==> src/rtl/led_chain_transmitter.sv <==
// rtl/led_chain_transmitter.sv - LED-chain frame serialiser with latch gap; optional LED_CHAIN_TX_PENDING_EN queues a start seen while busy
module led_chain_transmitter #(
  parameter int NUM_LEDS     = 8,
  parameter int BITS_PER_LED = 24,
  parameter int LATCH_CYCLES = 64,
  localparam int LW = (NUM_LEDS > 1) ? $clog2(NUM_LEDS) : 1
) (
  input  logic                             clk,
  input  logic                             rstn,
  input  logic                             start,
  input  logic [NUM_LEDS*BITS_PER_LED-1:0] frames_in,
  input  logic                             bit_rqst,
  output logic                             bit_valid,
  output logic                             bit_out,
  output logic                             in_latch,
  output logic                             busy,
  output logic                             frame_done,
  output logic [LW-1:0]                    led_idx
);

  localparam int BW    = (BITS_PER_LED > 1) ? $clog2(BITS_PER_LED) : 1;
  localparam int CW    = (LATCH_CYCLES > 1) ? $clog2(LATCH_CYCLES) : 1;
  localparam int TOTAL = NUM_LEDS * BITS_PER_LED;
  localparam int SW    = (TOTAL > 1) ? $clog2(TOTAL) : 1;

  typedef enum logic [1:0] {ST_IDLE, ST_SHIFT, ST_LATCH} state_t;

  state_t           r_state;
  logic [TOTAL-1:0] r_shadow;
  logic [BW-1:0]    r_bit_cnt;
  logic [LW-1:0]    r_led_idx;
  logic [CW-1:0]    r_latch_cnt;
  logic             r_bit_valid;
  logic             r_bit_out;
  logic             r_in_latch;
  logic             r_busy;
  logic             r_frame_done;

  logic             w_last_bit;
  logic [BW-1:0]    w_nxt_cnt;
  logic [LW-1:0]    w_nxt_led;
  logic [SW-1:0]    w_sel;
  logic             w_restart;

`ifdef LED_CHAIN_TX_PENDING_EN
  logic r_pending;
  // A start arriving on the very edge the gap ends still counts as seen while busy.
  assign w_restart = r_pending | start;
`else
  assign w_restart = 1'b0;
`endif

  always_comb begin
    w_last_bit = (r_bit_cnt == '0) && (r_led_idx == LW'(NUM_LEDS - 1));
    w_nxt_cnt  = (r_bit_cnt == '0) ? BW'(BITS_PER_LED - 1) : r_bit_cnt - BW'(1);
    w_nxt_led  = (r_bit_cnt == '0) ? r_led_idx + LW'(1) : r_led_idx;
    w_sel      = SW'(w_nxt_led) * SW'(BITS_PER_LED) + SW'(w_nxt_cnt);
  end

  always_ff @(posedge clk or negedge rstn) begin
    if (!rstn) begin
      r_state      <= ST_IDLE;
      r_shadow     <= '0;
      r_bit_cnt    <= '0;
      r_led_idx    <= '0;
      r_latch_cnt  <= '0;
      r_bit_valid  <= 1'b0;
      r_bit_out    <= 1'b0;
      r_in_latch   <= 1'b0;
      r_busy       <= 1'b0;
      r_frame_done <= 1'b0;
`ifdef LED_CHAIN_TX_PENDING_EN
      r_pending    <= 1'b0;
`endif
    end else begin
      r_frame_done <= 1'b0;
`ifdef LED_CHAIN_TX_PENDING_EN
      if (start && (r_state != ST_IDLE)) r_pending <= 1'b1;
`endif
      case (r_state)
        ST_IDLE: begin
          if (start) begin
            r_shadow    <= frames_in;
            r_bit_cnt   <= BW'(BITS_PER_LED - 1);
            r_led_idx   <= '0;
            r_state     <= ST_SHIFT;
            r_bit_valid <= 1'b1;
            r_busy      <= 1'b1;
            r_bit_out   <= frames_in[BITS_PER_LED-1];
          end
        end
        ST_SHIFT: begin
          if (bit_rqst) begin
            if (w_last_bit) begin
              r_state     <= ST_LATCH;
              r_bit_valid <= 1'b0;
              r_bit_out   <= 1'b0;
              r_in_latch  <= 1'b1;
              r_latch_cnt <= CW'(LATCH_CYCLES - 1);
            end else begin
              r_bit_cnt <= w_nxt_cnt;
              r_led_idx <= w_nxt_led;
              r_bit_out <= r_shadow[w_sel];
            end
          end
        end
        ST_LATCH: begin
          if (r_latch_cnt == '0) begin
            r_in_latch   <= 1'b0;
            r_frame_done <= 1'b1;
            if (w_restart) begin
              // Back-to-back frame set: skip IDLE and present the new LED0 MSB now.
              r_shadow    <= frames_in;
              r_bit_cnt   <= BW'(BITS_PER_LED - 1);
              r_led_idx   <= '0;
              r_state     <= ST_SHIFT;
              r_bit_valid <= 1'b1;
              r_bit_out   <= frames_in[BITS_PER_LED-1];
`ifdef LED_CHAIN_TX_PENDING_EN
              r_pending   <= 1'b0;
`endif
            end else begin
              r_state <= ST_IDLE;
              r_busy  <= 1'b0;
            end
          end else begin
            r_latch_cnt <= r_latch_cnt - CW'(1);
          end
        end
        default: r_state <= ST_IDLE;
      endcase
    end
  end

  assign bit_valid  = r_bit_valid;
  assign bit_out    = r_bit_out;
  assign in_latch   = r_in_latch;
  assign busy       = r_busy;
  assign frame_done = r_frame_done;
  assign led_idx    = r_led_idx;

endmodule

==> config.mk <==
export PLATFORM = sky130hd
export DESIGN_NAME = led_chain_transmitter
export DESIGN_NICKNAME = d
export VERILOG_FILES = /design/src/rtl/led_chain_transmitter.sv
export SDC_FILE = /design/constraint.sdc
export NUM_CORES = 1
export LEC_CHECK = 0
export CORE_MARGIN = 2
export CORE_UTILIZATION = 45
export CTS_BUF_LIST = sky130_fd_sc_hd__clkbuf_4 sky130_fd_sc_hd__clkbuf_8
export CTS_CLUSTER_DIAMETER = 30
export DETAILED_ROUTE_END_ITERATION = 16
export GPL_ROUTABILITY_DRIVEN = 0
export PLACE_DENSITY = 0.83
export SYNTH_ARGS = -nofsm -noshare
export SYNTH_HDL_FRONTEND = slang
export SYNTH_SLANG_ARGS = --single-unit
==> constraint.sdc <==
create_clock -name clk -period 4.3 [get_ports clk]
set_clock_uncertainty 0.2 [all_clocks]
set_input_delay 0.43 -clock clk [delete_from_list [all_inputs] [get_ports clk]]
set_output_delay 0.43 -clock clk [all_outputs]
set_load 0.01 [all_outputs]
Word-level counts from Yosys, hierarchy flattened
Cells that the tools add are included.
{"block": "classes", "add_sub_neg": 4, "n_mul": 1, "order_cmp": 1, "n_eq_ne": 9, "muxes": 36, "n_reduce_logical": 15}
{"op": "$mux 5", "count": 4}
{"op": "$reduce_and 4->1", "count": 5}
{"op": "$mux 6", "count": 3}
{"op": "$mux 1", "count": 12}
{"op": "$mux 3", "count": 4}
{"op": "$ne 2x2->1 const B", "count": 6}
{"op": "$pmux 6 s2", "count": 1}
{"op": "$pmux 5 s2", "count": 1}
{"op": "$lt 8x9->1 const B", "count": 1}
{"op": "$add 8x5->8", "count": 1}
{"op": "$bmux 1 s8", "count": 1}
{"op": "$mux 2", "count": 4}
{"op": "$pmux 1 s2", "count": 4}
{"op": "$logic_not 6->1", "count": 1}
{"op": "$pmux 2 s3", "count": 1}
{"op": "$pmux 3 s2", "count": 1}
{"op": "$reduce_and 3->1", "count": 2}
{"op": "$reduce_bool 2->1", "count": 3}
{"op": "$sub 6x1->6 const B", "count": 1}
{"op": "$logic_not 5->1", "count": 1}
{"op": "$mul 3x2->5 const B", "count": 1}
{"op": "$sub 5x1->5 const B", "count": 1}
{"op": "$add 3x1->3 const B", "count": 1}
{"op": "$eq 3x3->1 const B", "count": 1}
{"op": "other kinds (5)", "count": 5}
{"block": "word_totals", "reg_bits": 213, "input_bits": 196, "out_inout_bits": 8, "elab_cells": 76}

Longest topological paths before layout
{"block": "depth", "ltp_word": 9, "mapped_depth": 16, "mapped_depth_nobuf": 14}

Worst setup path after synthesis
Ideal clock, no wire load.
{"block": "synth_path", "path_kind": "reg2reg", "startpoint": "register r_bit_cnt[0]", "endpoint": "register r_bit_out, in the netlist bit_out", "setup_time_ns": 0.104, "arrival_ns": 4.338, "required_time_ns": 3.996, "slack_ns": -0.342, "path_stages_with_launch": 17, "n_path_buf": 3, "synth_period_minus_slack_ns": 4.642, "cell_sequence": "dfrtp_1 -> inv_1 -> clkbuf_1 -> ha_1 -> nor4b_4 -> clkbuf_1 -> mux2i_1 -> inv_1 -> ha_1 -> fa_1 -> clkbuf_1 -> nand2_1 -> a221oi_1 -> o21ai_0 -> nand4_1 -> a31oi_1 -> o41ai_2"}
{"block": "synth_between", "elab_chain_len": 9, "word_cells_on_any_way": 12, "cone_classes": "add/sub (2); mul (1); mux (7); reduce/logical (2)"}
{"element": "from (decl)", "line": "30", "rtl": "logic [BW-1:0] r_bit_cnt;"}
{"element": "from (signal assigned)", "line": "84", "rtl": "r_bit_cnt <= BW'(BITS_PER_LED - 1);"}
{"element": "from (signal assigned)", "line": "101", "rtl": "r_bit_cnt <= w_nxt_cnt;"}
{"element": "from (signal assigned)", "line": "114", "rtl": "r_bit_cnt <= BW'(BITS_PER_LED - 1);"}
{"element": "$logic_not 5->1", "line": "54, 55, 56"}
{"element": "$mux 3", "line": "56", "rtl": "w_nxt_led = (r_bit_cnt == '0) ? r_led_idx + LW'(1) : r_led_idx;"}
{"element": "$mul 3x2->5", "line": "57", "rtl": "w_sel = SW'(w_nxt_led) * SW'(BITS_PER_LED) + SW'(w_nxt_cnt);"}
{"element": "$add 8x5->8", "line": "57"}
{"element": "$bmux 1 s8", "line": "103", "rtl": "r_bit_out <= r_shadow[w_sel];"}
{"element": "$mux 1 (implied by the code)", "line": "103"}
{"element": "$mux 1 *", "line": "94", "rtl": "if (w_last_bit) begin"}
{"element": "$mux 1 *", "line": "93", "rtl": "if (bit_rqst) begin"}
{"element": "$pmux 1 s2 *", "line": "80", "rtl": "case (r_state)"}
{"element": "to (signal assigned)", "line": "89", "rtl": "r_bit_out <= frames_in[BITS_PER_LED-1];"}
{"element": "to (signal assigned)", "line": "103"}
{"element": "to (signal assigned)", "line": "118", "rtl": "r_bit_out <= frames_in[BITS_PER_LED-1];"}
{"element": "to (decl)", "line": "34", "rtl": "logic r_bit_out;"}
Every way passes the cells marked *; elsewhere a longest branch is shown, timed or not. The select of a mux whose other input is x is not followed.
A chain may end at the register's enable or synchronous reset.

Worst setup path after layout
{"block": "layout_path", "startpoint": "register r_bit_cnt[1]", "endpoint": "register r_bit_out, in the netlist bit_out"}
Same word-level chain as after synthesis.

==> impl_metrics.yaml <==
worst_setup_path:
  end_kind: "register"
  worstPathArrival_ps: 4240
  cp.required_ps: 4550
  critical-path-top-delay-family: "adder cells"
  cp_common_cell: "inv_1"
  path_class: "register to register"
  path_cells: "inv_1, ha_2, nor4b_4, mux2i_2, inv_1, ha_1, fa_1, buf_4, nand2_1, a221oi_1, o21ai_0, nand4_1, a31oi_1, o41ai_2"
  critPathBufInv: 3
  cp-start-kind: "register"
  crit_path_max_fanout: 15
  slowest_delay_ps: 530
  crit_slowest_cell: "fa_1"
finish:
  seq_area_um2: 5330
  drive_gt1_share_pct: 30.0
  nets: 1231
  multiInputGateArea_um2: 4570
  n_fill_cell: 1770
  final_cell_mix: "213 x dfrtp_1, 202 x clkdlybuf4s50_1, 193 x mux2_2"
  fin_area_um2: 13600
  area_delta_synth_final_pct: 33.9
  mostFrequentLayoutCell: "dfrtp_1"
  fin_cells: 1345
floorplan:
  start_util_pct: 45.4
  die_x_um: 154
  ios: 204
  rows: 55
  core_area_um2: 22400
  die_area_um2: 23800
  die_h_um: 154
synthesis:
  synth_area_leaders: "dfrtp_1 52%, mux2_2 21%, nand2_1 2.2%"
  async_flop_share_pct: 100
  synth_edf_count: 0
  mappedNetlistArea_um2: 10200
  syn_area_per_cell_um2: 12.6
  ys.flop_type: "dfrtp_1"
  ys_seq_area_share_pct: 52.3
  ys_ff_latch: 213
  synth_top_area_share_pct: 52.3
  ys_types: 64
  synth_top_cell_by_area: "dfrtp_1"
  synthCells: 806
  synth_fp_nets: 1013
  yosysWarnings: 0
global_routing:
  grt_first_pass_wirelength_mm: 44.1
  grt_start_max_net_pins: 123
  grt_pass1_vias: 7839
  antenna_found_initial: 0
  track_usage_pct: 23.8
  gr-total-overflow: 0
placed_design:
  dp.cells: 1261
  dpl_cell_area_um2: 12500
  portBuffers: 203
  hpwlAfterDp_mm: 19.6
pwr:
  leakage_nw: 5.66
  ir_drop_v: 0.000408
  powerDensity_nw_per_um2: 794
  finalPower_mw: 10.8
run:
  maxCapViolations: 0
drt:
  drcViolationCount: 0
  drt_wl_total_mm: 28.1
  vias_per_cell: 5.64
  wl_per_cell_um: 20.9
  firstDrtPassIters: 4
  detail-route-antenna-nets: 0
  vias: 7589
  drt_iter0_markers: 485
sta:
  fin_tns_setup_ps: 0
  rsz0062_at_grt: "false"
  tightest_slew_ps: 948
  finalCritPeriodShare_pct: 92.7
  finalCriticalPeriod_ps: 3990
  slew_headroom_pct: 36.8
  max_freq_mhz: 251
  finalSetupViolations: 0
  finalHoldViolCount: 0
  drv_slew: 0
clock_tree:
  clk_latency_ps: 550
  cts_setup_buffers: 0
  cts.repair.resized: 0
  clock_path_buffers: 3
  cts_tree: "done"
  clk_pin_slew_ps: 60
  holdBufCountCts: 1
  clkSinkCount: 213
  root_buffer: "clkbuf_8"
  cts-htree-levels: 2
  numCtsBuffers: 45
status:
  status: "complete, no violations"
min_path:
  hold_class: "primary input to register"
-- routing by layer --
metal | share of wire (%) | track usage [%]
met1 | 42 | 31.6
met2 | 47 | 37.6
met3 | 9.1 | 7.31
met4 | 2.3 | 7.32
met5 | 0 | 0
-- where the power goes --
group | leakage [nW] | switching, mW | total [mW] | internal, mW
combinational | 2.59 | 2.37 | 4.59 | 2.22
sequential | 2.49 | 0.647 | 3.64 | 2.99
clock | 0.579 | 0.935 | 2.60 | 1.66
-- cell usage after synthesis, types with 14 or more instances --
master	instances
mux2i_1	19
nand2_1	60
a31oi_1	14
nor2_1	14
mux2_2	193
a21oi_1	44
dfrtp_1	213
clkbuf_1	38
o21ai_0	21
nand3_1	21
-- flip-flops by register name, summed over array words and instances (netlist names) --
signal	cells
r_shadow	192
r_bit_cnt	5
bit_out	1
led_idx	3
bit_valid	1
r_latch_cnt	6
busy	1
frame_done	1
in_latch	1
r_state	2
-- worst paths after layout --
| path | from | end | slack (ps) | cells after the start |
|---|---|---|---|---|
| setup / recovery | r_bit_cnt[1]$_DFFE_PN0P_ | bit_out$_DFFE_PN0P_ | 310 | 14 |
| hold / removal | frames_in[162] | r_shadow[162]$_DFFE_PN0P_ | 280 | 2 |
| setup reg to reg | r_bit_cnt[1]$_DFFE_PN0P_ | bit_out$_DFFE_PN0P_ | 310 | 14 |
| hold reg to reg | r_shadow[25]$_DFFE_PN0P_ | r_shadow[25]$_DFFE_PN0P_ | 300 | 1 |
| max in group asynchronous | rstn | led_idx[1]$_DFFE_PN0P_ | 2450 | 3 |
| min in group asynchronous | rstn | frame_done$_DFF_PN0_ | 350 | 2 |
-- stage by stage --
stage / hold WS, ps / setup slack, ps / utilization [%]
2_1_floorplan: -65.6 / 25.4 / -
3_3_place_gp: 282 / 472 / 55.8
3_5_place_dp: 290 / 352 / 55.8
4_1_cts: 258 / 313 / 60.8
5_1_grt: 266 / 17.4 / 60.8
6_report: 281 / 314 / 60.8
-- final cells by class --
class                      instances  area share, %
timing repair buffer             224           16.3
antenna                            1         0.0184
inverter                          12          0.330
clock inverter                    24           2.47
tap                              285           2.62
clock buffer                      58           5.63
sequential                       213           39.1
multi-input combinational        528           33.6
-- cells by family after synthesis --
group,after synthesis,share of synthesized area [%]
AO/OA/AOI/OAI,139,8.97
buffers and inverters,65,3.12
adder cells (fa/ha/maj),11,1.50
XOR/XNOR,12,1.11
multiplexers,224,26.0
AND/OR/NAND/NOR,142,6.92
flip-flops,213,52.3
Note: power is estimated with default switching activity, not from simulation.
